**src/rtl/mul_datapath.sv**
```systemverilog
// Datapath for the repeated-addition multiplier: operand A, down-counting B, accumulator P,
// and a valid/ready output register that captures P on the FSM's done edge.
module mul_datapath #(
  parameter int WIDTH = 16
) (
  input  logic               clk,
  input  logic               rst_n,
  input  logic [WIDTH-1:0]   a_in,
  input  logic [WIDTH-1:0]   b_in,
  input  logic               ldA,
  input  logic               ldB,
  input  logic               ldP,
  input  logic               clrP,
  input  logic               decB,
  input  logic               done,
  output logic               eqz,
  output logic [2*WIDTH-1:0] product,
  output logic               prod_valid,
  input  logic               prod_ready,
  output logic [WIDTH-1:0]   add_count,
  output logic               result_lost
);

  localparam int PW = 2 * WIDTH;
  localparam logic [WIDTH-1:0] ONE_W = {{(WIDTH-1){1'b0}}, 1'b1};

  logic [WIDTH-1:0] a_reg;
  logic [WIDTH-1:0] b_reg;
  logic [PW-1:0]    p_reg;
  logic             done_d;
  logic             capture;
  logic             do_add;
  logic             do_dec;

  assign eqz     = (b_reg == '0);
  assign do_add  = ldP && !eqz;
  assign do_dec  = decB && !eqz;
  assign capture = done && !done_d;

  always_ff @(posedge clk or negedge rst_n) begin
    if (!rst_n) begin
      a_reg <= '0;
    end else if (ldA) begin
      a_reg <= a_in;
    end
  end

  // Load wins over decrement; B saturates at zero instead of wrapping.
  always_ff @(posedge clk or negedge rst_n) begin
    if (!rst_n) begin
      b_reg <= '0;
    end else if (ldB) begin
      b_reg <= b_in;
    end else if (do_dec) begin
      b_reg <= b_reg - ONE_W;
    end
  end

  // The FSM issues one extra ldP while it samples eqz; gating on !eqz absorbs it.
  always_ff @(posedge clk or negedge rst_n) begin
    if (!rst_n) begin
      p_reg     <= '0;
      add_count <= '0;
    end else if (clrP) begin
      p_reg     <= '0;
      add_count <= '0;
    end else if (do_add) begin
      p_reg     <= p_reg + {{WIDTH{1'b0}}, a_reg};
      add_count <= add_count + ONE_W;
    end
  end

  always_ff @(posedge clk or negedge rst_n) begin
    if (!rst_n) begin
      done_d <= 1'b0;
    end else begin
      done_d <= done;
    end
  end

  // A new capture takes precedence over an accept in the same cycle.
  always_ff @(posedge clk or negedge rst_n) begin
    if (!rst_n) begin
      product     <= '0;
      prod_valid  <= 1'b0;
      result_lost <= 1'b0;
    end else if (capture) begin
      product    <= p_reg;
      prod_valid <= 1'b1;
      if (prod_valid && !prod_ready) begin
        result_lost <= 1'b1;
      end
    end else if (prod_valid && prod_ready) begin
      prod_valid <= 1'b0;
    end
  end

endmodule

```
**config.mk**
```make
export PLATFORM = sky130hd
export DESIGN_NAME = mul_datapath
export DESIGN_NICKNAME = d
export VERILOG_FILES = /design/src/rtl/mul_datapath.sv
export SDC_FILE = /design/constraint.sdc
export NUM_CORES = 1
export LEC_CHECK = 0
export ABC_AREA = 1
export BUFFER_PORTS_ARGS = -buffer_cell sky130_fd_sc_hd__buf_4
export CORE_UTILIZATION = 35
export DETAILED_ROUTE_END_ITERATION = 6
export PLACE_DENSITY = 0.51
export REMOVE_ABC_BUFFERS = 1
export SLEW_MARGIN = 25
export SYNTH_ARGS = -nofsm -noshare
export SYNTH_HDL_FRONTEND = slang
export SYNTH_SLANG_ARGS = --single-unit
```
**constraint.sdc**
```tcl
create_clock -name clk -period 2 [get_ports clk]
set_input_delay 0.1 -clock clk [delete_from_list [all_inputs] [get_ports clk]]
set_output_delay 0.1 -clock clk [all_outputs]
set_load 0.01 [all_outputs]
```
==> results.ini, run 1 <==
[timing]
setup_slack_ns = 0.134
worst_pin_slew_ns = 0.672
clock.fmax_ghz = 0.536
period_share_pct = 93.3
slew_headroom_pct = 55.2
post-route-min-period_ns = 1.87
drv_slew = 0
whs_ns = 0.0186
finalSetupViolCount = 0
fin_worst_skew_ns = 0.00971
hold_viol = 0
rsz0062_at_grt = yes

[global_route]
grt_pass1_wl_mm = 29.7
grt_pass1_vias = 6006
grt-ovfl-total = 0
grt_use_total_pct = 19.5
grt_max_degree = 116
antenna_found_initial = 0

[synth]
synth_edf_count = 0
yosysWarnings = 0
synth_area_per_cell_um2 = 7.59
seq_area_frac_synth_pct = 43.9
async_flop_share_pct = 100
syn_area_mm2 = 0.00656
synth_cells = 864
synth-main-ff-cell = dfrtp_1
synth-seq-cells = 115
ys_types = 40

[setup_path]
worst-path-max-fanout = 4
worstPathRequired_ns = 2.30
path_class = register to register
setup.worst_path.start_class = register
crit_path_end_kind = register
arrival_ns = 2.17

[placed_design]
gp_congestion = 0.857
pre_cts_slack_ns = 0.0108
numPortBuffers = 91
place_hpwl_mm = 12.6

[cts]
cts.clk_slew.worst_paths_ns = 0.06
insertion_delay_ns = 0.42
clock-sinks = 115
cts_tree = done
clockBufferDepth = 2
cts_root_buf = clkbuf_16
numCtsBuffers = 17
htreeDepth = 4

[final_layout]
final_cell_mix = 270 x nand2_1, 128 x buf_4, 115 x dfrtp_1
mostFrequentLayoutCell = nand2_1
final_core_util_pct = 48.3
n_fill_cell = 1830
drive_gt1_share_pct = 22.1
area_growth_pct = 33.7
fin_nets = 1089
diodes = 0

[drt]
drtPass1Iterations = 6
first_iter_violations = 341
postRouteAntennaNets = 0
routedWlPerCell_um = 13.9
vias = 5963
avgViaCountPerCell = 4.70
finalWirelength_mm = 17.6
drc = 11

[die]
fp.dieW_um = 139
die_h_um = 139
die_area_mm2 = 0.0193
start_util_pct = 36.1
core_area_mm2 = 0.0181
io_pins = 92
rows = 49

[power_and_ir_drop]
power_leakage_uw = 0.00432
p_per_area_mw_per_mm2 = 836
peakVddDrop_mv = 0.590

[run]
drv_cap = 0

[outcome]
status = finished, violations left
violations = DRC

[worst_hold_path]
hold_class = input port to register

## what timing repair did
| action | 4_1_cts | 5_1_grt |
|---|---|---|
| endpoints found under the hold margin | 150 | 0 |
| pin swaps | 0 | 4 |
| gates resized for setup | 1 | 32 |
| buffers inserted | 0 | 2 |
| setup endpoints to repair | 2 | 22 |
| hold buffers | 34 | 0 |
## metrics by stage
step	cells	total power, uW	area (um2)	TNS [ns]
global placement	1202	4290	7710	0
finish	1269	7320	8760	0
floorplan	846	3630	6460	0
CTS	1267	7350	8620	0
global route	1269	7750	8760	-0.0579
detailed placement	1202	4290	7710	0
## metal layers
metal	track usage, %	part of all wire [%]	vias up
met1	26.8	50	2746
met2	30.6	45	97
li1	-	-	3105
met5	0	0	-
met3	3.90	3.3	15
met4	6.49	1.1	0
## cells by family (layout without fill, tap and decap cells)
group / after synthesis / after routing / synth area share (%)
XOR/XNOR: 15 / 15 / 2.00
AND/OR/NAND/NOR: 457 / 457 / 29.4
adder cells (fa/ha/maj): 20 / 20 / 3.93
multiplexers: 15 / 15 / 2.58
AO/OA/AOI/OAI: 122 / 122 / 10.9
buffers and inverters: 120 / 296 / 7.33
flip-flops: 115 / 115 / 43.9
## final timing paths
path | from | to | slack (ns) | depth (start not counted)
min | ldB | b_reg[15]$_DFFE_PN0P_ | 0.02 | 3
min reg2reg | product[18]$_DFFE_PN0P_ | product[18]$_DFFE_PN0P_ | 0.47 | 2
min in group asynchronous | rst_n | b_reg[3]$_DFFE_PN0P_ | 0.27 | 3
max in group asynchronous | rst_n | p_reg[30]$_DFFE_PN0P_ | 1.18 | 3
max reg2reg | p_reg[0]$_DFFE_PN0P_ | p_reg[14]$_DFFE_PN0P_ | 0.13 | 13
max | p_reg[0]$_DFFE_PN0P_ | p_reg[14]$_DFFE_PN0P_ | 0.13 | 13
## layout make-up
type	instances	area, um2	share of cell area [%]
Tap cell	229	287	3.27
Clock inverter	10	110	1.26
Timing Repair Buffer	163	1320	15.1
Multi-Input combinational cell	629	3330	38.0
Inverter	102	385	4.40
Clock buffer	21	450	5.14
Sequential cell	115	2880	32.8
## synthesized netlist by cell type (2+ instances only)
master    instances  area (um2)
nand3_1          43         215
o211ai_1          5        37.5
clkbuf_1         12        45.0
inv_2             4        15.0
nor2_1           88         330
buf_6             2        22.5
xor2_1            6        52.6
and2_1            2        12.5
nand3b_1          3        22.5
nor2_2            5        31.3
a21oi_1          43         215
o21ai_0          52         260
nand2_2           3        18.8
nand2_8           2        40.0
dfrtp_1         115        2880
buf_2             3        15.0
a21boi_0          2        15.0
xnor2_1           9        78.8
mux2_2           15         169
ha_1             19         238
nand4_1          12        75.1
o22ai_2           9         113
o22ai_1           2        12.5
nor4_1            2        12.5
nor3_1           14        70.1
nand2_1         278        1040
inv_1            98         368
o21ai_1           4        20.0
## critical path, stage by stage (launching register included)
cell and delay, ns:
dfrtp_1 0.35, ha_2 0.18, inv_1 0.05, fa_2 0.35
inv_2 0.06, nand3_1 0.07, nand3_2 0.13, nand2_1 0.06
nand2_1 0.12, nand3_1 0.09, nand2_1 0.11, nand2_1 0.06
nand2_1 0.05, o21ai_0 0.07
## where the power goes
part	leakage, uW	internal, uW	switching, uW
registers	0.00150	2530	155
clock network	0.000265	1850	1110
logic	0.00255	745	938
total	0.00432	5120	2200
No activity file was read; power rests on OpenSTA's default activity.
==> inputs of run 2 (changes only) <==
- ABC_AREA: 1 -> unset
- PLACE_DENSITY: 0.51 -> 0.52
==> run 2 against run 1 <==
Net effect: the flow finishes with violations (setup timing); combinational power grew 18%; highest routed layer unchanged; fmax shrank 23%; sequential cell count is the same; largest power group unchanged; synthesized area shrank 8.7%; sequential share of layout area shrank 2.8 points; hold slack gained 0.052 ns; non-clock buffer count grew 105.
==> results.ini, run 2 <==
[synth]
syn_area_mm2 = 0.00598  ; -8.7%
async_flop_share_pct = 100  ; unchanged
ys_top_cells_by_count = 115 x dfrtp_1, 59 x nand2_1, 49 x mux2_2
synth_edf_count = 0  ; unchanged
synth_top_cell_by_area = dfrtp_1
synth-main-ff-cell = dfrtp_1
synth_area_leaders = dfrtp_1 48%, mux2_2 9.2%, ha_1 4.0%
synth-seq-cells = 115  ; unchanged
yosysMostFrequentCell = dfrtp_1
yosysWarnings = 0  ; unchanged
synth.top_cell.area_share_pct = 48.1  ; +4.2 points
ys_types = 52  ; +30%
synth_area_per_cell_um2 = 10.1  ; +34%
seq_area_frac_synth_pct = 48.1  ; +4.2 points
synth_cells = 590  ; -32%

[drt]
postRouteAntennaNets = 0  ; unchanged
route.met3.wl_um = 472  ; -19%
routedWlPerCell_um = 15.1  ; +8.8%
wl_met2_mm = 7.99  ; +0.40%
drtPass1Iterations = 4  ; -2
first_iter_violations = 283  ; -17%
wl_met1_mm = 7.63  ; -14%
finalWirelength_mm = 16.3  ; -7.3%
avgViaCountPerCell = 4.96  ; +5.5%
drc = 0  ; -11
vias = 5359  ; -10%
routed.top_layer = met4

[global_route]
grt-ovfl-total = 0  ; unchanged
grt_pass1_vias = 5479  ; -8.8%
grt_use_total_pct = 19.5  ; about the same
antenna_found_initial = 0  ; unchanged
grt_max_degree = 63  ; -46%
grt_pass1_wl_mm = 27.1  ; -8.7%

[timing]
fin_worst_skew_ns = 0.00870  ; -0.00101 ns
drv_slew = 0  ; unchanged
period_share_pct = 122  ; +28 points
clock.fmax_ghz = 0.411  ; -23%
finalSetupViolCount = 62  ; +62
worst_pin_slew_ns = 0.681  ; +0.00974 ns
rsz0062_at_grt = yes
slew_headroom_pct = 54.6  ; -0.65 points
post-route-min-period_ns = 2.43  ; +0.568 ns
setup_slack_ns = -0.434  ; -0.568 ns
tns_ns = -18.44  ; -18.44 ns
hold_viol = 0  ; unchanged

[die]
start_util_pct = 36.0  ; -0.17 points
rows = 47  ; -4.1%
fp.dieW_um = 133  ; -4.4%
io_pins = 92  ; unchanged
die_h_um = 133  ; -4.4%
core_area_mm2 = 0.0166  ; -8.3%
die_area_mm2 = 0.0176  ; -8.6%

[setup_path]
crit_path_end_kind = register
r2r_slack_ns = -0.43  ; -0.57 ns
worst-path-max-fanout = 10  ; +6
setup.worst_path.start_class = register
r2r_cells = 10  ; -3
path_class = register to register
r2r_start = a_reg[0]$_DFFE_PN0P_
r2r-end = p_reg[26]$_DFFE_PN0P_
arrival_ns = 2.77  ; +0.60 ns
worstPathRequired_ns = 2.33  ; +0.03 ns

[placed_design]
numPortBuffers = 91  ; unchanged
gp_congestion = 0.826  ; -3.7%
place_hpwl_mm = 10.8  ; -15%
dp.cells = 991  ; -18%
pre_cts_slack_ns = -0.858  ; -0.869 ns

[cts]
cts_root_buf = clkbuf_16
cts.clk_slew.worst_paths_ns = 0.06  ; about the same
insertion_delay_ns = 0.41  ; about the same
numCtsBuffers = 17  ; unchanged
htreeDepth = 4  ; unchanged
clock-sinks = 115  ; unchanged
clockBufferDepth = 2  ; unchanged
cts_tree = done

[worst_hold_path]
holdPathEnd = b_reg[15]$_DFFE_PN0P_
hold_class = input port to register
hold_path_depth = 3  ; unchanged
hold_start = ldB

[power_and_ir_drop]
power_leakage_uw = 0.00439  ; +1.7%
p_total_uw = 7790  ; +6.4%
p_per_area_mw_per_mm2 = 814  ; -2.6%
peakVddDrop_mv = 0.635  ; +7.6%

[final_layout]
fin_nets = 911  ; -16%
drive_gt1_share_pct = 46.1  ; +24 points
mostFrequentLayoutCell = buf_4
diodes = 0  ; unchanged
area_growth_pct = 60.0
final_cell_mix = 204 x buf_4, 115 x dfrtp_1, 49 x nand2_1
layoutNonFillerInstCount = 1081  ; -15%

[outcome]
status = finished, violations left
violations = setup timing

[run]
drv_cap = 0  ; unchanged

==> run 2: changes by cell type in the layout (fill, tap and decap cells not counted), sizes merged, moves of 11 or more <==
| cell | delta |
|---|---|
| inv | -84 |
| mux2 | +38 |
| or4 | +12 |
| nand3 | -25 |
| xnor2 | +11 |
| o22ai | -11 |
| nor2 | -52 |
| o21ai | -23 |
| buf | +104 |
| nand2 | -225 |
==> run 2: worst max-delay path by stage <==
stage / start / endpoint
floorplan: b_reg[12]$_DFFE_PN0P_ / add_count[6]$_DFFE_PN0P_
global placement: p_reg[1]$_DFFE_PN0P_ / p_reg[31]$_DFFE_PN0P_
detailed placement: p_reg[1]$_DFFE_PN0P_ / p_reg[31]$_DFFE_PN0P_
CTS: a_reg[0]$_DFFE_PN0P_ / p_reg[28]$_DFFE_PN0P_
global route: a_reg[0]$_DFFE_PN0P_ / p_reg[26]$_DFFE_PN0P_
finish: a_reg[0]$_DFFE_PN0P_ / p_reg[26]$_DFFE_PN0P_
==> run 2: metal layers <==
metal / global-route usage [%] / up-vias
li1: - / 2633
met1: 25.6 / 2612
met2: 31.9 / 100
met3: 4.06 / 14
met4: 6.58 / 0
met5: 0 / -
==> run 2: worst max-delay path, cell delays in order, from the launching register on <==
cell,delay [ns]
dfrtp_1,0.35
ha_2,0.20
inv_2,0.04
fa_2,0.33
nor2b_2,0.15
o2111ai_2,0.14
a311oi_2,0.22
o21ai_1,0.11
buf_6,0.16
or4_1,0.50
a21oi_1,0.15
==> run 2: cell type report <==
cell class	count	area (um2)
inverters	18	67.6
clock inverters	10	158
repair buffers	268	2310
well taps	220	275
multi-input cells	430	3420
flip-flops and latches	115	2880
fillers	1429	7070
clock buffers	20	457
==> run 2: cells by family (layout without fill, tap and decap cells) <==
kind of cell / count (synthesis) / count (layout) / share of synthesized area (%)
DFF: 115 / 115 / 48.1
adders and majority gates: 20 / 20 / 4.31
and+or+nand+nor: 203 / 203 / 17.2
muxes: 54 / 54 / 10.1
buffers and inverters: 45 / 316 / 3.30
AOI/OAI and AO/OA: 121 / 121 / 12.3
xor gates and xnor gates: 32 / 32 / 4.68
==> run 2: repair_timing <==
item / in CTS / in global routing
endpoints found under the setup margin: 63 / 64
gates resized for setup: 104 / 47
gates cloned: 4 / 0
pin swaps: 43 / 35
hold buffers: 35 / 0
hold endpoints to repair: 70 / 0
setup buffers: 17 / 7
==> run 2: report_power, final <==
group | internal [uW] | switching, uW | total (uW)
Sequential | 2520 | 116 | 2640
Clock | 2130 | 1060 | 3180
Combinational | 1060 | 920 | 1980
Total | 5700 | 2090 | 7790
==> run 2: metrics by stage <==
stage | hold WS (ns) | area [um2] | util, %
6_report | 0.0708 | 9570 | 57.5
5_1_grt | 0.0889 | 9570 | 57.5
4_1_cts | 0.0546 | 9360 | 56.3
3_5_place_dp | 0.106 | 7760 | 46.6
3_3_place_gp | 0.100 | 7760 | 46.6
2_1_floorplan | -0.196 | 5850 | -
